`config.mk`:
```
export PLATFORM = sky130hd
export DESIGN_NAME = quad_port_scheduler
export DESIGN_NICKNAME = d
export VERILOG_FILES = /design/src/rtl/quad_port_scheduler_pkg.sv /design/src/rtl/quad_port_scheduler_rr_pick2.sv /design/src/rtl/quad_port_scheduler.sv
export SDC_FILE = /design/constraint.sdc
export NUM_CORES = 1
export LEC_CHECK = 0
export ABC_AREA = 0
export CAP_MARGIN = 5
export CORE_ASPECT_RATIO = 1.1
export CORE_MARGIN = 10
export CORE_UTILIZATION = 40
export DETAILED_ROUTE_END_ITERATION = 10
export PLACE_DENSITY = 0.77
export SETUP_SLACK_MARGIN = 0.02
export SLEW_MARGIN = 0
export SYNTH_ARGS = -nofsm -noshare
export SYNTH_HDL_FRONTEND = slang
export SYNTH_HIERARCHICAL = 1
export SYNTH_SLANG_ARGS = --single-unit
export TNS_END_PERCENT = 30
```
`constraint.sdc`:
```
create_clock -name clk -period 8.7 [get_ports clk]
set_clock_uncertainty 0.15 [all_clocks]
set_input_delay 1.305 -clock clk [delete_from_list [all_inputs] [get_ports clk]]
set_output_delay 1.305 -clock clk [all_outputs]
set_load 0.02 [all_outputs]
```
`src/rtl/quad_port_scheduler_pkg.sv`:
```
// Shared types and helpers for the quad-port memory scheduler.
package qps_pkg;

    typedef enum logic {
        ST_INIT = 1'b0,
        ST_RUN  = 1'b1
    } qps_state_e;

    function automatic int unsigned clog2(input int unsigned v);
        int unsigned r;
        r = 0;
        while ((32'd1 << r) < v) r++;
        return r;
    endfunction

endpackage

```
`src/rtl/quad_port_scheduler_rr_pick2.sv`:
```
// Round-robin picker: first and second eligible requesters scanning upward from i_ptr.
module rr_pick2 #(
    parameter int unsigned N  = 4,
    parameter int unsigned IW = 2
) (
    input  logic [N-1:0]  i_req,
    input  logic [IW-1:0] i_ptr,
    input  logic [N-1:0]  i_excl,
    output logic [N-1:0]  o_gnt_first,
    output logic [N-1:0]  o_gnt_second,
    output logic          o_vld_first,
    output logic          o_vld_second,
    output logic [IW-1:0] o_idx_first,
    output logic [IW-1:0] o_idx_second,
    output logic [IW-1:0] o_next_first,
    output logic [IW-1:0] o_next_second
);

    logic [N-1:0]  w_cand;
    logic [IW-1:0] w_pos;

    assign w_cand = i_req & ~i_excl;

    always_comb begin
        o_gnt_first   = '0;
        o_gnt_second  = '0;
        o_vld_first   = 1'b0;
        o_vld_second  = 1'b0;
        o_idx_first   = '0;
        o_idx_second  = '0;
        o_next_first  = '0;
        o_next_second = '0;
        w_pos         = '0;
        for (int unsigned k = 0; k < N; k++) begin
            w_pos = IW'((32'(i_ptr) + k) % N);
            if (w_cand[w_pos]) begin
                if (!o_vld_first) begin
                    o_vld_first          = 1'b1;
                    o_gnt_first[w_pos]   = 1'b1;
                    o_idx_first          = w_pos;
                    o_next_first         = IW'((32'(w_pos) + 1) % N);
                end else if (!o_vld_second) begin
                    o_vld_second         = 1'b1;
                    o_gnt_second[w_pos]  = 1'b1;
                    o_idx_second         = w_pos;
                    o_next_second        = IW'((32'(w_pos) + 1) % N);
                end
            end
        end
    end

endmodule

```
`src/rtl/quad_port_scheduler.sv`:
```
// Shares a 2-write/2-read memory among NUM_CLIENTS requesters with round-robin grants,
// tagged read returns, and a zero sweep after reset or on clr_start.
module quad_port_scheduler
    import qps_pkg::*;
#(
    parameter int unsigned NUM_CLIENTS = 4,
    parameter int unsigned ADDR_WIDTH  = 5,
    parameter int unsigned DATA_WIDTH  = 32,
    parameter int unsigned RD_LATENCY  = 2,
    parameter int unsigned ID_WIDTH    = clog2(NUM_CLIENTS)
) (
    input  logic                              clk,
    input  logic                              rst_n,
    input  logic                              clr_start,
    output logic                              init_busy,
    input  logic [NUM_CLIENTS-1:0]            wr_req,
    input  logic [NUM_CLIENTS*ADDR_WIDTH-1:0] wr_addr,
    input  logic [NUM_CLIENTS*DATA_WIDTH-1:0] wr_data,
    output logic [NUM_CLIENTS-1:0]            wr_gnt,
    input  logic [NUM_CLIENTS-1:0]            rd_req,
    input  logic [NUM_CLIENTS*ADDR_WIDTH-1:0] rd_addr,
    output logic [NUM_CLIENTS-1:0]            rd_gnt,
    output logic                              rsp_a_valid,
    output logic [ID_WIDTH-1:0]               rsp_a_id,
    output logic [DATA_WIDTH-1:0]             rsp_a_data,
    output logic                              rsp_b_valid,
    output logic [ID_WIDTH-1:0]               rsp_b_id,
    output logic [DATA_WIDTH-1:0]             rsp_b_data,
    output logic                              mem_we_a,
    output logic                              mem_we_b,
    output logic [ADDR_WIDTH-1:0]             mem_wraddr_a,
    output logic [ADDR_WIDTH-1:0]             mem_wraddr_b,
    output logic [DATA_WIDTH-1:0]             mem_wrdat_a,
    output logic [DATA_WIDTH-1:0]             mem_wrdat_b,
    output logic [ADDR_WIDTH-1:0]             mem_rdaddr_a,
    output logic [ADDR_WIDTH-1:0]             mem_rdaddr_b,
    input  logic [DATA_WIDTH-1:0]             mem_rddat_a,
    input  logic [DATA_WIDTH-1:0]             mem_rddat_b
);

    localparam int unsigned NUM_PAIRS = (1 << ADDR_WIDTH) / 2;
    localparam logic [ADDR_WIDTH-1:0] LAST_K = ADDR_WIDTH'(NUM_PAIRS - 1);

    qps_state_e              r_state, w_state_nxt;
    logic [ADDR_WIDTH-1:0]   r_k, w_k_nxt;
    logic                    r_init_busy;
    logic                    w_run;
    logic [ID_WIDTH-1:0]     r_wr_ptr, r_rd_ptr, w_wr_ptr_nxt, w_rd_ptr_nxt;
    logic [ADDR_WIDTH-1:0]   w_sweep_addr;

    logic [ADDR_WIDTH-1:0]   w_wr_addr_arr [NUM_CLIENTS];
    logic [DATA_WIDTH-1:0]   w_wr_data_arr [NUM_CLIENTS];
    logic [ADDR_WIDTH-1:0]   w_rd_addr_arr [NUM_CLIENTS];

    logic [NUM_CLIENTS-1:0]  w_wr_excl, w_wr_gf, w_wr_gs;
    logic                    w_wr_vf, w_wr_vs, w_wr_conflict, w_wr_ok_a, w_wr_ok_b;
    logic [ID_WIDTH-1:0]     w_wr_idx_a, w_wr_idx_b, w_wr_nf, w_wr_ns;
    logic [ADDR_WIDTH-1:0]   w_wr_addr_a, w_wr_addr_b;

    logic [NUM_CLIENTS-1:0]  w_rd_excl, w_rd_gf, w_rd_gs;
    logic                    w_rd_vf, w_rd_vs, w_rd_ok_a, w_rd_ok_b;
    logic [ID_WIDTH-1:0]     w_rd_idx_a, w_rd_idx_b, w_rd_nf, w_rd_ns;

    logic [RD_LATENCY:0]                r_tag_vld_a, r_tag_vld_b;
    logic [RD_LATENCY:0][ID_WIDTH-1:0]  r_tag_id_a, r_tag_id_b;

    for (genvar g = 0; g < NUM_CLIENTS; g++) begin : g_unpack
        assign w_wr_addr_arr[g] = wr_addr[g*ADDR_WIDTH +: ADDR_WIDTH];
        assign w_wr_data_arr[g] = wr_data[g*DATA_WIDTH +: DATA_WIDTH];
        assign w_rd_addr_arr[g] = rd_addr[g*ADDR_WIDTH +: ADDR_WIDTH];
        // A read colliding with a write granted this cycle is skipped, letting the scan continue.
        assign w_rd_excl[g] = (w_wr_ok_a && (w_rd_addr_arr[g] == w_wr_addr_a)) ||
                              (w_wr_ok_b && (w_rd_addr_arr[g] == w_wr_addr_b));
    end

    always_ff @(posedge clk or negedge rst_n) begin
        if (!rst_n) begin
            r_state <= ST_INIT;
            r_k     <= '0;
        end else begin
            r_state <= w_state_nxt;
            r_k     <= w_k_nxt;
        end
    end

    always_comb begin
        w_state_nxt = r_state;
        w_k_nxt     = r_k;
        case (r_state)
            ST_INIT: begin
                w_k_nxt = r_k + 1'b1;
                if (r_k == LAST_K) begin
                    w_state_nxt = ST_RUN;
                    w_k_nxt     = '0;
                end
            end
            ST_RUN: begin
                if (clr_start) begin
                    w_state_nxt = ST_INIT;
                    w_k_nxt     = '0;
                end
            end
            default: w_state_nxt = ST_INIT;
        endcase
    end

    // Grants wait until the registered busy flag drops so init_busy and gnts never overlap.
    assign w_run     = (r_state == ST_RUN) && !r_init_busy;
    assign w_wr_excl = '0;

    rr_pick2 #(.N(NUM_CLIENTS), .IW(ID_WIDTH)) u_wr_pick (
        .i_req(wr_req), .i_ptr(r_wr_ptr), .i_excl(w_wr_excl),
        .o_gnt_first(w_wr_gf), .o_gnt_second(w_wr_gs),
        .o_vld_first(w_wr_vf), .o_vld_second(w_wr_vs),
        .o_idx_first(w_wr_idx_a), .o_idx_second(w_wr_idx_b),
        .o_next_first(w_wr_nf), .o_next_second(w_wr_ns)
    );

    assign w_wr_addr_a   = w_wr_addr_arr[w_wr_idx_a];
    assign w_wr_addr_b   = w_wr_addr_arr[w_wr_idx_b];
    assign w_wr_conflict = w_wr_vs && (w_wr_addr_a == w_wr_addr_b);
    assign w_wr_ok_a     = w_run && w_wr_vf;
    assign w_wr_ok_b     = w_run && w_wr_vs && !w_wr_conflict;
    assign wr_gnt        = (w_wr_ok_a ? w_wr_gf : '0) | (w_wr_ok_b ? w_wr_gs : '0);
    assign w_wr_ptr_nxt  = w_wr_ok_b ? w_wr_ns : (w_wr_ok_a ? w_wr_nf : r_wr_ptr);

    rr_pick2 #(.N(NUM_CLIENTS), .IW(ID_WIDTH)) u_rd_pick (
        .i_req(rd_req), .i_ptr(r_rd_ptr), .i_excl(w_rd_excl),
        .o_gnt_first(w_rd_gf), .o_gnt_second(w_rd_gs),
        .o_vld_first(w_rd_vf), .o_vld_second(w_rd_vs),
        .o_idx_first(w_rd_idx_a), .o_idx_second(w_rd_idx_b),
        .o_next_first(w_rd_nf), .o_next_second(w_rd_ns)
    );

    assign w_rd_ok_a    = w_run && w_rd_vf;
    assign w_rd_ok_b    = w_run && w_rd_vs;
    assign rd_gnt       = (w_rd_ok_a ? w_rd_gf : '0) | (w_rd_ok_b ? w_rd_gs : '0);
    assign w_rd_ptr_nxt = w_rd_ok_b ? w_rd_ns : (w_rd_ok_a ? w_rd_nf : r_rd_ptr);

    assign w_sweep_addr = ADDR_WIDTH'({r_k, 1'b0});

    always_ff @(posedge clk or negedge rst_n) begin
        if (!rst_n) begin
            r_wr_ptr     <= '0;
            r_rd_ptr     <= '0;
            r_init_busy  <= 1'b0;
            mem_we_a     <= 1'b0;
            mem_we_b     <= 1'b0;
            mem_wraddr_a <= '0;
            mem_wraddr_b <= '0;
            mem_wrdat_a  <= '0;
            mem_wrdat_b  <= '0;
            mem_rdaddr_a <= '0;
            mem_rdaddr_b <= '0;
            r_tag_vld_a  <= '0;
            r_tag_vld_b  <= '0;
            r_tag_id_a   <= '0;
            r_tag_id_b   <= '0;
        end else begin
            r_wr_ptr    <= w_wr_ptr_nxt;
            r_rd_ptr    <= w_rd_ptr_nxt;
            r_init_busy <= (r_state == ST_INIT);
            if (r_state == ST_INIT) begin
                mem_we_a     <= 1'b1;
                mem_we_b     <= 1'b1;
                mem_wraddr_a <= w_sweep_addr;
                mem_wraddr_b <= w_sweep_addr | ADDR_WIDTH'(1);
                mem_wrdat_a  <= '0;
                mem_wrdat_b  <= '0;
                mem_rdaddr_a <= '0;
                mem_rdaddr_b <= '0;
            end else begin
                mem_we_a     <= w_wr_ok_a;
                mem_we_b     <= w_wr_ok_b;
                mem_wraddr_a <= w_wr_ok_a ? w_wr_addr_a : '0;
                mem_wraddr_b <= w_wr_ok_b ? w_wr_addr_b : '0;
                mem_wrdat_a  <= w_wr_ok_a ? w_wr_data_arr[w_wr_idx_a] : '0;
                mem_wrdat_b  <= w_wr_ok_b ? w_wr_data_arr[w_wr_idx_b] : '0;
                mem_rdaddr_a <= w_rd_ok_a ? w_rd_addr_arr[w_rd_idx_a] : '0;
                mem_rdaddr_b <= w_rd_ok_b ? w_rd_addr_arr[w_rd_idx_b] : '0;
            end
            // Tags shift regardless of state so reads in flight across clr_start still return.
            r_tag_vld_a <= {r_tag_vld_a[RD_LATENCY-1:0], w_rd_ok_a};
            r_tag_vld_b <= {r_tag_vld_b[RD_LATENCY-1:0], w_rd_ok_b};
            r_tag_id_a  <= {r_tag_id_a[RD_LATENCY-1:0], w_rd_idx_a};
            r_tag_id_b  <= {r_tag_id_b[RD_LATENCY-1:0], w_rd_idx_b};
        end
    end

    assign init_busy   = r_init_busy;
    assign rsp_a_valid = r_tag_vld_a[RD_LATENCY];
    assign rsp_b_valid = r_tag_vld_b[RD_LATENCY];
    assign rsp_a_id    = rsp_a_valid ? r_tag_id_a[RD_LATENCY] : '0;
    assign rsp_b_id    = rsp_b_valid ? r_tag_id_b[RD_LATENCY] : '0;
    assign rsp_a_data  = rsp_a_valid ? mem_rddat_a : '0;
    assign rsp_b_data  = rsp_b_valid ? mem_rddat_b : '0;

endmodule

```
-- Word level (Yosys, flattened, before mapping)
Index checks and enable logic that the tools add are counted.
- reductions and logical operators: 31
- equal/unequal tests: 11
- mux-type cells: 192
- multipliers: 0
- divide/modulo/power cells: 0
- order comparisons: 20
- bitwise operators: 19
- shifts and indexed selects: 0
- add/subtract/negate cells: 13
- operators with widths (kind ; count):
    $mux W32 ; 10
    $mux W4 ; 34
    $mux W2 ; 66
    $bmux W32 S2 ; 2
    $mux W5 ; 18
    $or A4 B4 Y4 ; 12
    $eq A5 B5 Y1 ; 9
    $bmux W5 S2 ; 4
    $mux W1 ; 40
    $lt A2 B3 Y1 const B ; 8
    $logic_and A1 B1 Y1 ; 23
    $add A2 B1 Y2 const B ; 8
    $bmux W1 S2 ; 8
    $demux W1 S2 ; 8
    $ge A2 B1 Y1 const B ; 8
    $ge A3 B3 Y1 const B ; 4
    $not A2 Y3 ; 4
    $pmux W5 S2 ; 1
    $add A2 B2 Y2 const B ; 4
    $add A5 B1 Y5 const B ; 1
    $eq A5 B4 Y1 const B ; 1
    $and A4 B4 Y4 ; 1
    $logic_or A1 B1 Y1 ; 4
    $not A4 Y4 ; 1
    5 further kinds ; 7
- memory bits (writable): 0
- memories kept: 0
- bits in registers: 115
- output and inout port bits: 165
- word-level logic and storage cells: 307
- bits in read-only memories: 0
- latch bits: 0
- bits of input ports: 243

-- Depth between registers and ports, before layout
- depth after elaboration: 40
- mapped depth: 30
- depth with buffers taken out: 21

-- Hierarchy
The synthesis kept the hierarchy.
- by module, submodules not included (module ; seq. area each (µm²) ; cells each ; instances ; area each (µm²)):
    quad_port_scheduler ; 2877.8 ; 537 ; 1 ; 6817.8
    rr_pick2 (u_rd_pick) ; 0.0 ; 162 ; 1 ; 1199.9
    rr_pick2 (u_wr_pick) ; 0.0 ; 164 ; 1 ; 1134.8

-- Worst setup path before layout
Ideal clock, no wire load.
- kind: in2out
- from: input wr_req[0]
- to: output rd_gnt[0]
- required time: 7.245 ns
- setup slack: 0.952 ns
- stages on the path: 28
- buffers on the path: 7
- arrival: 6.293 ns
- cell sequence: nand2b_1 > buf_2 > o21ai_2 > mux2i_4 > inv_2 > clkbuf_1 > ha_1 > nand2_1 > o21ai_0 > or3_1 > buf_4 > mux4_2 > buf_2 > xnor2_1 > nand3_1 > o311ai_2 > buf_2 > o21ai_1 > nor2b_1 > buf_6 > mux4_2 > buf_2 > maj3_1 > nor2_1 > nor2_1 > nand2_1 > inv_2 > a22o_1
- elaborated cells on any way between the ends: 112
- classes of those cells: 9 x eq/ne; 74 x mux; 10 x bitwise; 19 x reduce/logical
- RTL lines (item ; RTL line ; source):
    start, declared ; quad_port_scheduler.sv:16 ; input logic [NUM_CLIENTS-1:0] wr_req,
    $bmux W1 S2 ; quad_port_scheduler_rr_pick2.sv:36 ; if (w_cand[w_pos]) begin
    $mux W1 (implied by the code) ; quad_port_scheduler_rr_pick2.sv:36 ;
    $mux W2 / $mux W1 (equally long branches) ; quad_port_scheduler_rr_pick2.sv:36 ;
    $mux W2 ; quad_port_scheduler_rr_pick2.sv:37 ; if (!o_vld_first) begin
    $mux W2 ; quad_port_scheduler_rr_pick2.sv:36 ;
    $mux W2 ; quad_port_scheduler_rr_pick2.sv:37 ;
    $mux W2 ; quad_port_scheduler_rr_pick2.sv:36 ;
    $mux W2 ; quad_port_scheduler_rr_pick2.sv:37 ;
    (+1 left out) ; n/a ;
    via w_wr_idx_a[0] ; quad_port_scheduler.sv:57 ; logic [ID_WIDTH-1:0] w_wr_idx_a, w_wr_idx_b, w_wr_nf, w_wr_ns;
    (+10 left out) ; n/a ;
    via w_rd_excl[2] ; quad_port_scheduler.sv:60 ; logic [NUM_CLIENTS-1:0] w_rd_excl, w_rd_gf, w_rd_gs;
    (+8 left out) ; n/a ;
    $mux W1 ; quad_port_scheduler_rr_pick2.sv:36 ;
    $mux W1 ; quad_port_scheduler_rr_pick2.sv:37 ;
    $mux W1 * ; quad_port_scheduler_rr_pick2.sv:36 ;
    via w_rd_vs ; quad_port_scheduler.sv:61 ; logic w_rd_vf, w_rd_vs, w_rd_ok_a, w_rd_ok_b;
    $logic_and A1 B1 Y1 * ; quad_port_scheduler.sv:136 ; assign w_rd_ok_b = w_run && w_rd_vs;
    via w_rd_ok_b ; quad_port_scheduler.sv:61 ;
    $mux W4 * ; quad_port_scheduler.sv:137 ; assign rd_gnt = (w_rd_ok_a ? w_rd_gf : '0) | (w_rd_ok_b ? w_rd_gs : '0);
    $or A4 B4 Y4 * ; quad_port_scheduler.sv:137 ;
    end, declared ; quad_port_scheduler.sv:22 ; output logic [NUM_CLIENTS-1:0] rd_gnt,
The timed path passes the listed nets; every way through them passes the cells marked *. The select of a mux whose other input is x is not followed.

-- Worst setup path after layout
- from: input wr_req[0]
- to: output rd_gnt[1]
The elaborated chain is that of the path after synthesis.

==> impl_metrics.json <==
{
  "tightest_slew_ns": 0.8604,
  "power.static_leakage_nw": 5.672,
  "tns_ns": 0,
  "ys_seq_elements": 115,
  "m1WireLength_mm": 14.48,
  "cts_sinks": 115,
  "synth.cell_area_um2": 9153,
  "highest_layer": "met5",
  "startpoint_type": "input pin",
  "ys_seq_area_frac": 0.3144,
  "ant_nets": 0,
  "vias": 8887,
  "cts_max_level": 4,
  "cts_buffers": 17,
  "drc": 0,
  "slowest_delay_ns": 0.57,
  "yosysUniqueCellTypes": 73,
  "required_ns": 7.24,
  "io_pins": 408,
  "path_clk_slew_ns": 0.06,
  "worstPathArrival_ns": 6.98,
  "max_freq_ghz": 0.1186,
  "syn_avg_cell_area_um2": 10.61,
  "cts_tree": "built",
  "start_util": 0.4029,
  "wl_per_cell_um": 26.39,
  "grt_pass1_vias": 8967,
  "ctsHoldBuffers": 0,
  "drt-total-wl_mm": 41.43,
  "synthArstFlopShare": 1.000,
  "drive_gt1_frac": 0.1504,
  "outcome": "finished, final reports clean",
  "crit_type": "input pin to output port",
  "core_um2": 22710,
  "grt_pass1_wl_mm": 59.26,
  "met3RoutedLength_mm": 4.167,
  "clkLatencyLatePin_ns": 0.42,
  "finalCritPeriodShare": 0.9692,
  "cp_slowest_cell": "mux4_2",
  "dr_wl_met2_mm": 21.16,
  "maxSlewViolCount": 0,
  "yosys_warnings": 6,
  "dieWidth_um": 164.2,
  "io_buffer_count": 407,
  "die_h_um": 178.7,
  "worst_setup_path_end_kind": "output port",
  "fin_hold_ws_ns": 0.1917,
  "rows": 58,
  "syn-instance-count": 863,
  "worst_r2r_path_depth": 22,
  "nets": 1494,
  "setup_slack_ns": 0.2676,
  "hold_viol": 0,
  "vias_per_cell": 5.661,
  "grt_overflow": 0,
  "holdPathStages": 0,
  "track_usage": 0.2751,
  "max-clock-path-buffers": 2,
  "hpwl_mm": 32.80,
  "crit_top_cell": "buf_4",
  "min_period_ns": 8.432,
  "root_buffer": "clkbuf_16",
  "gp_congestion": 0.9532,
  "synth_ff_type": "dfrtp_1",
  "die_area_um2": 29340,
  "synth-edff-count": 0,
  "dr.pass1.iters": 5,
  "cap_violations": 0,
  "path_cells": "clkdlybuf4s50_1, nand2b_2, o21ai_2, mux2i_4, inv_2, ha_1, nand2_1, o21ai_0, or3_2, mux4_2, buf_4, xnor2_1, nand4_1, o32ai_1, nor2b_1, buf_4, mux4_2, maj3_1, nor2_1, nor2_1, nand2_1, inv_2, a22o_1, buf_4",
  "first_iter_violations": 692,
  "power_density_nw_per_um2": 283.5,
  "pre_cts_slack_ns": 0.3377,
  "crit_path_max_fanout": 15,
  "synthToLayoutAreaGrowth_pct": 54.26,
  "antenna_found_initial": 24,
  "grt_max_degree": 63,
  "vdd_ir_drop_max_uv": 266.5,
  "hold_path.class": "flop to flop",
  "slew_headroom": 0.4264,
  "setup_violations": 0
}
## final timing paths
check / from / endpoint / slack (ns)
worst max-delay path: wr_req[0] / rd_gnt[1] / 0.27
worst min-delay path: r_tag_id_a[3] / r_tag_id_a[5] / 0.19
worst max register to register: r_wr_ptr[1] / mem_rdaddr_a[2] / 1.19
worst min register to register: r_tag_id_a[3] / r_tag_id_a[5] / 0.19
max in group asynchronous: rst_n / mem_wraddr_a[3] / 6.31
min in group asynchronous: rst_n / mem_wrdat_b[17] / 0.79
## per-stage QoR
step | power (mW) | utilization | std cells | area [µm²]
final | 4.002 | 0.6216 | 1570 | 14120
after global placement | 3.220 | 0.5910 | 1516 | 13420
after floorplan | 2.605 | - | 871 | 9183
after CTS | 3.988 | 0.6181 | 1548 | 14040
after detailed placement | 3.237 | 0.5910 | 1516 | 13420
after global routing | 4.249 | 0.6210 | 1565 | 14110
## routing by layer
layer | vias up | track usage
met5 | - | 0.01047
met4 | 8 | 0.1494
met3 | 88 | 0.1109
met2 | 466 | 0.4618
met1 | 4368 | 0.2893
li1 | 3957 | -
## flip-flops by register name, summed over array words and instances (netlist names), 2 cells and up
| signal | cells |
|---|---|
| mem_wraddr_b | 5 |
| r_tag_id_b | 6 |
| mem_wrdat_b | 32 |
| mem_wraddr_a | 5 |
| mem_wrdat_a | 32 |
| r_tag_id_a | 6 |
| r_tag_vld_a | 3 |
| r_wr_ptr | 2 |
| r_rd_ptr | 2 |
| mem_rdaddr_a | 5 |
| r_tag_vld_b | 3 |
| mem_rdaddr_b | 5 |
| r_k | 5 |
## synthesized netlist by cell type, types with 13 or more instances
cell / instances / share of area
a21oi_1: 16 / 0.0087
xnor2_1: 23 / 0.022
buf_2: 22 / 0.012
o21ai_0: 23 / 0.013
dfrtp_1: 115 / 0.31
and3_1: 46 / 0.031
nor2b_1: 40 / 0.027
xor2_1: 27 / 0.026
nor3_1: 18 / 0.0098
o21ai_1: 16 / 0.0087
nor2_1: 21 / 0.0086
nand2b_1: 13 / 0.0089
and2_1: 74 / 0.051
ha_1: 14 / 0.019
clkbuf_1: 44 / 0.018
nand2_1: 61 / 0.025
nand3_1: 21 / 0.011
a22oi_1: 15 / 0.012
mux4_2: 92 / 0.23
## power breakdown
part           total, mW  internal, mW  switching, mW
sequential         0.684         0.624         0.0597
clock              0.736         0.461          0.275
combinational       2.58          1.25           1.34
## final cells by class
class / instances / area, µm²
fillers: 1850 / 8596
multi-input cells: 650 / 5858
repair buffers: 435 / 4272
flip-flops and latches: 115 / 2878
clock buffers: 18 / 439.2
well taps: 300 / 375.4
clock inverters: 14 / 176.4
inverters: 18 / 70.07
diodes: 20 / 50.05
## cells in the final DEF, fill, tap and decap left out, types with 20 or more instances in the layout
cell / count
and3_1: 46
xor2_1: 27
diode_2: 20
and2_1: 74
buf_4: 33
nand3_1: 21
xnor2_1: 23
nor2_1: 20
nor2b_1: 40
clkdlybuf4s50_1: 402
o21ai_0: 23
mux4_2: 92
nand2_1: 60
dfrtp_1: 115
## what timing repair did
action                     4_1_cts  5_1_grt
buffers inserted                 0        2
gates resized for setup          0        4
hold endpoints to repair         0        0
setup endpoints to repair        0        4
## critical path: cells and delay by family
kind,cells,cell delay (ns)
buffers and inverters,6,1.31
and+or+nand+nor,8,1.35
muxes,3,1.19
xor gates and xnor gates,1,0.22
AOI/OAI and AO/OA,4,0.95
adders and majority gates,2,0.63
## cells by family after synthesis
logic type | count (synthesis) | share of synthesized area
DFF | 115 | 0.3144
muxes | 110 | 0.2511
buffers and inverters | 106 | 0.05578
xor gates and xnor gates | 52 | 0.05140
and+or+nand+nor | 327 | 0.2021
AOI/OAI and AO/OA | 137 | 0.1046
adders and majority gates | 15 | 0.02023
other | 1 | 0.0004097
No activity file was read; power rests on OpenSTA's default activity.
